[src/rtl/sprite_layer.sv]
// sprite_layer: single animated sprite overlay with a two-cycle pixel pipeline.
// Position and flip are double-buffered at frame_tick so a frame never tears.
// The stage-1 address goes to an external synchronous ROM, and its data is
// merged with the delayed hit/blank flags two edges after the pixel sample.
module sprite_layer #(
  parameter int          SPR_W       = 64,
  parameter int          SPR_H       = 64,
  parameter int          FRAMES      = 4,
  parameter int          SCALE_SHIFT = 0,
  parameter int          ANIM_DIV    = 8,
  parameter logic [3:0]  TRANSP      = 4'h0,
  parameter int          ADDR_W      = $clog2(FRAMES * SPR_W * SPR_H)
) (
  input  logic              vga_clk,
  input  logic              reset_n,
  input  logic [9:0]        DrawX,
  input  logic [9:0]        DrawY,
  input  logic              blank,
  input  logic              frame_tick,
  input  logic [9:0]        pos_x,
  input  logic [9:0]        pos_y,
  input  logic              flip_h,
  input  logic              anim_en,
  input  logic              frame_load,
  input  logic [3:0]        frame_sel,
  output logic [ADDR_W-1:0] rom_addr,
  input  logic [3:0]        rom_q,
  output logic [3:0]        pix_idx,
  output logic              pix_hit,
  output logic [3:0]        cur_frame
);

  localparam int LX_W     = $clog2(SPR_W);
  localparam int LY_W     = $clog2(SPR_H);
  localparam int FRAME_SZ = SPR_W * SPR_H;
  // On-screen extent, kept in 11 bits so sx + span never wraps past 1023.
  localparam logic [10:0] SPAN_X = 11'(SPR_W << SCALE_SHIFT);
  localparam logic [10:0] SPAN_Y = 11'(SPR_H << SCALE_SHIFT);

  // Shadow (frame-stable) copies of the position and mirror controls
  logic [9:0]        r_sx;
  logic [9:0]        r_sy;
  logic              r_sflip;

  // Animation state
  logic [3:0]        r_cur_frame;
  logic [7:0]        r_tick_cnt;
  logic              r_pending;
  logic [3:0]        r_sel;

  // Pipeline state
  logic [ADDR_W-1:0] r_rom_addr;
  logic              r_hit1;
  logic              r_b1;
  logic              r_hit2;
  logic              r_b2;
  logic [3:0]        r_pix_idx;
  logic              r_pix_hit;

  // Stage-1 combinational terms
  logic [10:0]       w_dx;
  logic [10:0]       w_dy;
  logic [10:0]       w_sx;
  logic [10:0]       w_sy;
  logic              w_inside;
  logic [LX_W-1:0]   w_lx;
  logic [LY_W-1:0]   w_ly;
  logic [LX_W-1:0]   w_lx_f;
  logic [ADDR_W-1:0] w_addr;

  // Frame-control combinational terms
  logic [3:0]        w_load_val;
  logic [3:0]        w_load_frame;
  logic [3:0]        w_next_frame;

  assign w_dx = {1'b0, DrawX};
  assign w_dy = {1'b0, DrawY};
  assign w_sx = {1'b0, r_sx};
  assign w_sy = {1'b0, r_sy};

  assign w_inside = (w_dx >= w_sx) && (w_dx < (w_sx + SPAN_X)) &&
                    (w_dy >= w_sy) && (w_dy < (w_sy + SPAN_Y));

  // Local texel coordinates; only meaningful when w_inside is set.
  assign w_lx = LX_W'((DrawX - r_sx) >> SCALE_SHIFT);
  assign w_ly = LY_W'((DrawY - r_sy) >> SCALE_SHIFT);

  // SPR_W is a power of two, so SPR_W-1-lx is just the bitwise complement.
  assign w_lx_f = r_sflip ? ~w_lx : w_lx;

  // Row-major texel index within a frame is {ly, lx} for power-of-two widths.
  assign w_addr = ADDR_W'(r_cur_frame * FRAME_SZ) + ADDR_W'({w_ly, w_lx_f});

  // A load arriving in the tick cycle itself takes precedence over the latch.
  assign w_load_val   = frame_load ? frame_sel : r_sel;
  assign w_load_frame = 4'(w_load_val % FRAMES);
  assign w_next_frame = (r_cur_frame == 4'(FRAMES - 1)) ? 4'd0 : r_cur_frame + 4'd1;

  // Capture position/flip only at the frame boundary
  always_ff @(posedge vga_clk or negedge reset_n) begin
    if (!reset_n) begin
      r_sx    <= '0;
      r_sy    <= '0;
      r_sflip <= 1'b0;
    end else if (frame_tick) begin
      r_sx    <= pos_x;
      r_sy    <= pos_y;
      r_sflip <= flip_h;
    end
  end

  // Frame selection: pending jumps win over automatic advance at each tick
  always_ff @(posedge vga_clk or negedge reset_n) begin
    if (!reset_n) begin
      r_cur_frame <= '0;
      r_tick_cnt  <= '0;
      r_pending   <= 1'b0;
      r_sel       <= '0;
    end else if (frame_tick) begin
      r_pending <= 1'b0;
      if (frame_load || r_pending) begin
        r_cur_frame <= w_load_frame;
        r_tick_cnt  <= '0;
      end else if (anim_en) begin
        if (r_tick_cnt == 8'(ANIM_DIV - 1)) begin
          r_tick_cnt  <= '0;
          r_cur_frame <= w_next_frame;
        end else begin
          r_tick_cnt <= r_tick_cnt + 8'd1;
        end
      end
    end else if (frame_load) begin
      r_pending <= 1'b1;
      r_sel     <= frame_sel;
    end
  end

  // Stage 1: hit test and ROM address; address parks at 0 outside the sprite
  always_ff @(posedge vga_clk or negedge reset_n) begin
    if (!reset_n) begin
      r_rom_addr <= '0;
      r_hit1     <= 1'b0;
      r_b1       <= 1'b0;
    end else begin
      r_rom_addr <= w_inside ? w_addr : '0;
      r_hit1     <= w_inside;
      r_b1       <= blank;
    end
  end

  // Stage 2: delay flags to line up with the ROM's registered output
  always_ff @(posedge vga_clk or negedge reset_n) begin
    if (!reset_n) begin
      r_hit2 <= 1'b0;
      r_b2   <= 1'b0;
    end else begin
      r_hit2 <= r_hit1;
      r_b2   <= r_b1;
    end
  end

  // Stage 3: merge texel with visibility and drop transparent texels
  always_ff @(posedge vga_clk or negedge reset_n) begin
    if (!reset_n) begin
      r_pix_idx <= '0;
      r_pix_hit <= 1'b0;
    end else begin
      r_pix_idx <= (r_hit2 && r_b2) ? rom_q : 4'd0;
      r_pix_hit <= r_hit2 && r_b2 && (rom_q != TRANSP);
    end
  end

  assign rom_addr  = r_rom_addr;
  assign pix_idx   = r_pix_idx;
  assign pix_hit   = r_pix_hit;
  assign cur_frame = r_cur_frame;

endmodule

[config.mk]
export PLATFORM = sky130hd
export DESIGN_NAME = sprite_layer
export DESIGN_NICKNAME = d
export VERILOG_FILES = /design/src/rtl/sprite_layer.sv
export SDC_FILE = /design/constraint.sdc
export NUM_CORES = 1
export LEC_CHECK = 0
export ABC_AREA = 1
export CORE_UTILIZATION = 47
export CTS_BUF_LIST = sky130_fd_sc_hd__clkbuf_8
export CTS_CLUSTER_DIAMETER = 50
export DETAILED_ROUTE_END_ITERATION = 8
export GPL_ROUTABILITY_DRIVEN = 0
export PLACE_DENSITY = 0.87
export SLEW_MARGIN = 20
export SYNTH_ARGS = -nofsm -noshare
export SYNTH_HDL_FRONTEND = slang
export SYNTH_SLANG_ARGS = --single-unit
[constraint.sdc]
create_clock -name vga_clk -period 1.8 [get_ports vga_clk]
set_input_delay 0.36 -clock vga_clk [delete_from_list [all_inputs] [get_ports vga_clk]]
set_output_delay 0.36 -clock vga_clk [all_outputs]
set_load 0.05 [all_outputs]
==> results.sh <==
export IMPL_status="finished with violations"
export IMPL_violations="negative setup slack"
export IMPL_portBuffers=75
export IMPL_busiest_layer="met2"
export IMPL_clk_insertion_delay_late_ns=0.34
export IMPL_dpl_cell_area_sq_mm=0.00459
export IMPL_grt_max_degree=45
export IMPL_globalRouteTotalUtil_pct=22.5
export IMPL_seq_power_share_pct=35.7
export IMPL_power_density_mw_per_mm2=854
export IMPL_critPathCaptureType="flip-flop"
export IMPL_min_path_cells=0
export IMPL_synth_seq_cells=59
export IMPL_final_common_cell="nand2_1"
export IMPL_grt_pass1_vias=3110
export IMPL_fmax_ghz=0.538
export IMPL_rsz0062_at_grt="true"
export IMPL_crit_buf_inv=3
export IMPL_synth_async_reset_ratio_pct=100
export IMPL_die_area_sq_mm=0.00784
export IMPL_r2r_slack_ns=-0.06
export IMPL_antenna_left=0
export IMPL_min_period_ns=1.86
export IMPL_syn_cell_area_sq_mm=0.00352
export IMPL_power_leakage_uw=0.00250
export IMPL_cap_viol_max_count=0
export IMPL_synth_ff_type="dfrtp_1"
export IMPL_clkPwrFrac_pct=32.6
export IMPL_hold_class="flip-flop to flip-flop"
export IMPL_die_w_um=88.6
export IMPL_wl_per_cell_um=12.8
export IMPL_dr_first_iter_drc_count=83
export IMPL_syn_inst=419
export IMPL_avgSynthCellArea_sq_um=8.40
export IMPL_switchingPower_uw=1410
export IMPL_crit_required_ns=2.03
export IMPL_via_count=3099
export IMPL_min_from="r_b1$_DFF_PN0_"
export IMPL_grt_met3_usage_pct=3.82
export IMPL_cts_buffers=9
export IMPL_core_area_sq_mm=0.00725
export IMPL_slew_headroom_pct=66.8
export IMPL_die_h_um=88.6
export IMPL_crit_family="simple AND/OR/NAND/NOR gates"
export IMPL_timing_rr_start="r_sx[6]$_DFFE_PN0P_"
export IMPL_cp_slowest_stage_delay_ns=0.37
export IMPL_slowest_stage="dfrtp_1"
export IMPL_postLayoutSetupSlackWorst_ns=-0.0571
export IMPL_cts_buffer_depth=2
export IMPL_drt_pass1_iter_count=4
export IMPL_synth_top_cell_by_area="dfrtp_1"
export IMPL_drt_wl_total_um=8150
export IMPL_dpl_hpwl_um=6170
export IMPL_overflow=0
export IMPL_path_cells="buf_4 > nand3_1 > xor2_1 > ha_1 > nand2_1 > nor2_2 > nand2_1 > nand2_1 > inv_1 > nand3_2 > buf_12 > nor3_2"
export IMPL_reg2reg_depth=12
export IMPL_worstSetupStartpointType="flip-flop"
export IMPL_drive_gt1_share_pct=20.1
export IMPL_grtUsageMet1_pct=26.7
export IMPL_whs_endpoint="r_b2$_DFF_PN0_"
export IMPL_start_util_pct=48.5
export IMPL_crit_arrival_ns=2.09
export IMPL_finalNetCount=620
export IMPL_ctsRootBufferMaster="clkbuf_8"
export IMPL_r2r_end="rom_addr[1]$_DFF_PN0_"
export IMPL_most_common_layout_cells="102 x nand2_1, 67 x inv_1, 59 x dfrtp_1"
export IMPL_worstPathMaxFanout=15
export IMPL_synthTopCellsByArea="dfrtp_1 42%, ha_1 11%, nand2_1 11%"
export IMPL_antenna_cells=0
export IMPL_drc=0
export IMPL_grtUsageMet2_pct=40.5
export IMPL_post_place_ws_ns=-0.404
export IMPL_synth_edff_count=0
export IMPL_drv_slew=0
export IMPL_viasPerCell=4.88
export IMPL_post_cts_setup_buffers=0
export IMPL_synth_top_area_share_pct=41.9
export IMPL_syn2layout_area_growth_pct=40.0
export IMPL_finalPower_uw=4210
export IMPL_switching_share_pct=33.4
export IMPL_tightest_slew_ns=0.501
export IMPL_cts_tree="yes"
export IMPL_setup_violations=15
export IMPL_cts_htree_levels=3
export IMPL_fin_crit_sh_pct=103
export IMPL_grt_pass1_wl_um=13300
export IMPL_num_rows=31
export IMPL_clkSinkCount=59
export IMPL_vdd_drop_max_v=0.000387
export IMPL_synth_nets=508
export IMPL_synth_distinct_cells=36
export IMPL_hold_viol=0
export IMPL_clk_pin_slew_worst_paths_ns=0.07
export IMPL_antenna_found_initial=0
export IMPL_whs_ns=0.351
export IMPL_yosysWarnings=0
export IMPL_p_comb_share_pct=31.6
export IMPL_synth_seq_area_share_pct=41.9
export IMPL_p_int_uw=2800
export IMPL_cp_common_cell="nand2_1"
export IMPL_skew_ns=0.00981
export IMPL_io_pins=78
export IMPL_fin_area_sq_mm=0.00493
export IMPL_fillCellCount=563
export IMPL_tns_ns=-0.732
export IMPL_criticalPathCategory="flip-flop to flip-flop"
[cell usage after synthesis (3+ instances only)]
master    count
a21oi_1      16
clkbuf_1      4
dfrtp_1      59
ha_1         32
inv_1        68
nand2_1     103
nand3_1      21
nand3_2       3
nor2_1       20
nor3_1        8
nor3_2       11
o21ai_0      24
o21ai_1       5
o31ai_1       3
xnor2_1      10
xor2_1        7
[power groups by stage]
stage / Clock, uW / Sequential, uW / Combinational, uW
3_5_place_dp: 0 / 1530 / 1250
4_1_cts: 1390 / 1500 / 1270
3_3_place_gp: 0 / 1520 / 1210
5_1_grt: 1450 / 1520 / 1480
2_1_floorplan: 0 / 1660 / 624
6_report: 1370 / 1510 / 1330
[worst max-delay path by stage]
stage	from	to	slack, ns	depth (start not counted)
2_1_floorplan	r_sx[6]$_DFFE_PN0P_	rom_addr[12]$_DFF_PN0_	0.02	11
3_3_place_gp	DrawY[0]	rom_addr[1]$_DFF_PN0_	-0.36	12
3_5_place_dp	DrawY[0]	rom_addr[1]$_DFF_PN0_	-0.40	12
4_1_cts	r_sx[6]$_DFFE_PN0P_	rom_addr[3]$_DFF_PN0_	-0.06	11
5_1_grt	r_sx[6]$_DFFE_PN0P_	rom_addr[4]$_DFF_PN0_	-0.17	12
6_report	r_sx[6]$_DFFE_PN0P_	rom_addr[1]$_DFF_PN0_	-0.06	12
[registers in the layout, indices dropped and copies added, names as in the netlist]
name        count
cur_frame       4
pix_hit         1
pix_idx         4
r_b1            1
r_b2            1
r_hit1          1
r_hit2          1
r_pending       1
r_sel           2
r_sflip         1
r_sx           10
r_sy           10
r_tick_cnt      8
rom_addr       14
[kinds of logic after synthesis]
kind of cell	synth area share, %
compound gates	8.56
fa+ha+maj	12.5
simple gates	23.1
flops	41.9
mux	0.569
buf+inv	9.06
xor+xnor	4.23
[per-stage QoR]
step | instances | utilization [%]
final | 635 | 68.0
after global routing | 635 | 68.0
after CTS | 634 | 66.6
after detailed placement | 617 | 63.2
after global placement | 617 | 63.2
after floorplan | 419 | -
[per-layer routing]
metal / vias to the layer above / share of wire, %
met3: 10 / 4.2
met4: 0 / 1.3
met2: 69 / 53
met5: - / 0
li1: 1552 / -
met1: 1468 / 41
[layout make-up]
cell class,count,area (sq um),share of cell area (%)
Sequential cell,59,1480,29.9
Inverter,72,273,5.53
Clock inverter,7,100,2.03
Clock buffer,9,124,2.51
Multi-Input combinational cell,280,1820,36.8
Timing Repair Buffer,109,1020,20.7
Tap cell,99,124,2.51
[what timing repair did]
item                       CTS  global route
setup endpoints to repair   19            15
cloned                       0             1
hold endpoints to repair    19             0
gates resized for setup      9            15
pin swaps                    0             6
hold buffers                 1             0
No activity file was read; power rests on OpenSTA's default activity.
